--- src/rtl/sync_to_click_tx.sv ---
// Clocked valid/ready stream into a 2-phase bundled-data click channel.
// Words are buffered in a small FIFO; the returning ack is synchronized.
module sync_to_click_tx #(
    parameter int DATA_WIDTH  = 7,
    parameter int DEPTH       = 4,
    parameter int SYNC_STAGES = 2
) (
    input  logic                         clk,
    input  logic                         rst,
    input  logic                         in_valid,
    output logic                         in_ready,
    input  logic [DATA_WIDTH:0]          in_data,
    output logic                         out_req,
    output logic [DATA_WIDTH:0]          out_data,
    input  logic                         out_ack,
    output logic [$clog2(DEPTH+1)-1:0]   level,
    output logic                         err
);

    localparam int PW = $clog2(DEPTH);
    localparam int LW = $clog2(DEPTH + 1);
    localparam logic [LW-1:0] FULL = LW'(DEPTH);

    typedef enum logic [1:0] {
        IDLE,
        SETUP,
        WAIT_ACK
    } state_e;

    logic [DATA_WIDTH:0]    mem_q [DEPTH];
    logic [PW-1:0]          wptr_q;
    logic [PW-1:0]          rptr_q;
    logic [LW-1:0]          level_q;
    logic [LW-1:0]          level_d;
    logic [SYNC_STAGES-1:0] sync_q;
    logic                   ack_s;
    logic                   push;
    logic                   pop;
    logic                   req_q;
    logic                   req_d;
    logic                   err_q;
    logic                   err_d;
    logic [DATA_WIDTH:0]    data_q;
    logic [DATA_WIDTH:0]    data_d;
    state_e                 state_q;
    state_e                 state_d;

    assign in_ready = (level_q != FULL);
    assign push     = in_valid && in_ready;
    assign ack_s    = sync_q[SYNC_STAGES-1];
    assign out_req  = req_q;
    assign out_data = data_q;
    assign level    = level_q;
    assign err      = err_q;

    always_ff @(posedge clk or posedge rst) begin
        if (rst) begin
            for (int i = 0; i < DEPTH; i++) begin
                mem_q[i] <= '0;
            end
            wptr_q <= '0;
            rptr_q <= '0;
        end else begin
            if (push) begin
                mem_q[wptr_q] <= in_data;
                wptr_q        <= wptr_q + 1'b1;
            end
            if (pop) begin
                rptr_q <= rptr_q + 1'b1;
            end
        end
    end

    always_comb begin
        level_d = level_q;
        if (push && !pop) begin
            level_d = level_q + 1'b1;
        end else if (!push && pop) begin
            level_d = level_q - 1'b1;
        end
    end

    // out_ack is asynchronous to clk; only ack_s is ever used.
    always_ff @(posedge clk or posedge rst) begin
        if (rst) begin
            sync_q <= '0;
        end else begin
            sync_q <= {sync_q[SYNC_STAGES-2:0], out_ack};
        end
    end

    always_ff @(posedge clk or posedge rst) begin
        if (rst) begin
            state_q <= IDLE;
            level_q <= '0;
            req_q   <= 1'b0;
            data_q  <= '0;
            err_q   <= 1'b0;
        end else begin
            state_q <= state_d;
            level_q <= level_d;
            req_q   <= req_d;
            data_q  <= data_d;
            err_q   <= err_d;
        end
    end

    always_comb begin
        state_d = state_q;
        req_d   = req_q;
        data_d  = data_q;
        pop     = 1'b0;
        // Outside WAIT_ACK the channel must be quiescent.
        err_d   = err_q | ((state_q != WAIT_ACK) && (ack_s != req_q));
        unique case (state_q)
            IDLE: begin
                if (level_q != '0) begin
                    data_d  = mem_q[rptr_q];
                    pop     = 1'b1;
                    state_d = SETUP;
                end
            end
            SETUP: begin
                req_d   = ~req_q;
                state_d = WAIT_ACK;
            end
            WAIT_ACK: begin
                if (ack_s == req_q) begin
                    if (level_q != '0) begin
                        data_d  = mem_q[rptr_q];
                        pop     = 1'b1;
                        state_d = SETUP;
                    end else begin
                        state_d = IDLE;
                    end
                end
            end
            default: begin
                state_d = IDLE;
            end
        endcase
    end

endmodule

--- config.mk ---
export PLATFORM = sky130hd
export DESIGN_NAME = sync_to_click_tx
export DESIGN_NICKNAME = d
export VERILOG_FILES = /design/src/rtl/sync_to_click_tx.sv
export SDC_FILE = /design/constraint.sdc
export NUM_CORES = 1
export LEC_CHECK = 0
export CORE_ASPECT_RATIO = 1.75
export CORE_MARGIN = 10
export CORE_UTILIZATION = 50
export DETAILED_ROUTE_END_ITERATION = 16
export GPL_TIMING_DRIVEN = 0
export PLACE_DENSITY = 0.73
export SLEW_MARGIN = 0
export SYNTH_ARGS = -nofsm -noshare
export SYNTH_HDL_FRONTEND = slang
export SYNTH_SLANG_ARGS = --single-unit
export TNS_END_PERCENT = 5
--- constraint.sdc ---
create_clock -name clk -period 6.6 [get_ports clk]
set_clock_uncertainty 0.05 [all_clocks]
set_input_delay 0.99 -clock clk [delete_from_list [all_inputs] [get_ports clk]]
set_output_delay 0.99 -clock clk [all_outputs]
set_load 0.05 [all_outputs]
==> metrics.md <==
| Metric | Value |
|---|---|
| H-tree depth | 2 |
| Yosys reg bits | 53 |
| Leakage | 0.00120 µW |
| Setup tns final | 0 ps |
| Post-Syn Nets | 162 |
| Die Y | 111 µm |
| Reg2reg start | level[0] |
| Critical R2R Capture | level[2] |
| Setup CP Type | reg -> out |
| Yosys warns | 0 |
| IO buf count | 24 |
| GRT Residual Overflow | 0 |
| Post-CTS Resized | 0 |
| Initial antenna violation count | 0 |
| Worst-path fanout max | 6 |
| Core Area | 0.00467 mm² |
| Num CTS Buffers | 5 |
| Sequential fraction of the synthesis area | 0.557 |
| Drt total wl | 4.27 mm |
| Cells after DPL | 221 |
| FILL cells | 372 |
| Worst Tran Pin Value | 660 ps |
| Tcrit/Tclk final | 0.466 |
| Clock Path Buffers | 2 |
| Drt pass-1 iters | 4 |
| Area Growth Syn to Fin | 17.5% |
| CTS tree | done |
| Mapped Cells | 144 |
| Rows | 33 |
| Total Power | 1580 µW |
| CP Data Arrival Time | 2040 ps |
| Mapped Avg Cell Area | 16.5 µm² |
| Cell Area, Synth | 0.00238 mm² |
| WL/cell | 18.6 µm |
| RSZ-0062 raised after global routing | false |
| Vias | 1,245 |
| Unique cell type count in the Yosys netlist | 24 |
| Largest cells by area after synthesis | dfrtp_1, mux2_2, mux4_2, mux2_4, nand3_4 |
| GP Congestion | 0.688 |
| # setup viols final | 0 |
| First-pass GRT wire length | 7.32 mm |
| Final Critical Period | 3080 ps |
| Drc violations | 0 |
| CP endpoint kind | output pin |
| Max-Cap Viols | 0 |
| GRT Overall Usage | 0.116 |
| Final hold vios | 0 |
| Sink Count | 53 |
| P per Cell Area | 567 mW/mm² |
| Setup repair bufs after CTS | 0 |
| Fin. max-slew vios | 0 |
| Worst VDD drop | 0.380 mV |
| Later-pin clock latency in the skew report | 310 ps |
| Nets@finish | 194 |
| Run status | complete, no violations |
| Worst EP required | 5560 ps |
| CTS root buf | clkbuf_8 |
| Synth top area share | 0.557 |
| Worst hold start | sync_q[0] |
| Clock Pin Slew Worst Setup and Hold Paths | 90 ps |
| Synth area leader | dfrtp_1 |
| Reg2Reg Setup Slack | 4250 ps |
| Vias in the first global route | 1,444 |
| Via density | 5.44 |
| Final ANT Viol Nets | 0 |
| Normalized max-slew margin | 0.560 |
| Initial Util | 0.510 |
| Max Clk Rate | 0.325 GHz |
| Die W | 72.2 µm |
| Layout Cells excl Fill | 229 |
| Die area | 0.00803 mm² |
| DR iter-0 viols | 27 |
| Share of cells above drive strength 1 | 0.407 |
| Hold path endpoint | sync_q[1] |
| Worst r2r path cells | 10 |
| IO Count | 26 |
| Hold WC Path Type | reg -> reg |
| N_diodes | 0 |
| Post-CTS Hold Fix Bufs | 0 |
| Worst hold stages | 0 |
| Crit start category | flop |
| Largest net degree at the start of global routing | 39 |
| DP HPWL | 3.17 mm |
cells in the mapped netlist (all sizes together):
cell type and number:
a2111oi 1, a211oi 1, a21o 1, buf 5
dfrtp 53, fa 1, ha 5, inv 7
mux2 42, mux4 8, nand2 2, nand2b 2
nand3 4, nor2 1, nor3 1, o21ai 1
or3b 1, xnor2 4, xor2 4
flip-flops by register name, summed over array words and instances (netlist names):
register	cells
rptr_q	2
mem_q	32
state_q	2
out_req	1
out_data	8
err	1
sync_q	2
wptr_q	2
level	3
area by class of cell:
cell class / instances / area, µm² / area share
sequential: 53 / 1330 / 0.474
inverter: 7 / 26.3 / 0.00940
timing repair buffer: 25 / 260 / 0.0931
buffer: 5 / 38.8 / 0.0139
clock inverter: 3 / 21.3 / 0.00761
clock buffer: 5 / 68.8 / 0.0246
multi-input combinational: 79 / 988 / 0.354
tap: 52 / 65.1 / 0.0233
metrics by stage:
step / hold slack, ps / worst slack (ps) / area [µm²] / utilization
CTS: 318 / 3500 / 2800 / 0.599
finish: 315 / 3520 / 2800 / 0.599
global route: 338 / 3450 / 2800 / 0.599
floorplan: 281 / 4100 / 2380 / -
global placement: 294 / 3450 / 2690 / 0.575
detailed placement: 297 / 3850 / 2710 / 0.580
cells in the final DEF, fill, tap and decap left out, drive strengths merged, types with 2 or more instances in the layout:
cell type	count
xor2	4
nand3	4
mux2	42
dfrtp	53
clkdlybuf4s50	24
clkbuf	5
buf	6
mux4	8
nand2b	2
xnor2	4
nand2	2
ha	5
inv	8
how the worst max path moves through the flow:
stage	end	depth (start not counted)	slack (ps)	from
6_report	in_ready	3	3520	level[0]
5_1_grt	in_ready	3	3450	level[0]
4_1_cts	in_ready	3	3500	level[0]
3_5_place_dp	in_ready	3	3850	level[0]
3_3_place_gp	mem_q[11]	2	3450	rst
2_1_floorplan	level[1]	8	4100	level[2]
cells by family (layout without fill, tap and decap cells):
kind of cell / after synthesis / after routing / share of synthesized area
compound gates: 4 / 4 / 0.0173
xor+xnor: 8 / 8 / 0.0326
fa+ha+maj: 6 / 6 / 0.0347
buf+inv: 12 / 45 / 0.0273
flops: 53 / 53 / 0.557
mux: 50 / 50 / 0.285
simple gates: 11 / 11 / 0.0452
routing by layer:
metal / vias up / global-route usage / part of all wire
met5: - / 0 / 0
met4: 0 / 0.0506 / 0.019
met3: 7 / 0.0376 / 0.055
met2: 24 / 0.197 / 0.53
met1: 647 / 0.124 / 0.39
li1: 567 / - / -
power by group:
group	leakage (µW)	switching [µW]	internal, µW
Sequential	0.000625	100	489
Clock	0.0000445	106	75.4
Combinational	0.000525	390	424
critical path, stage by stage, from the launching register on:
cell,delay [ps]
dfrtp_1,450
or3b_1,410
buf_6,160
clkdlybuf4s50_1,700
Power figures use the tool's default switching activity.
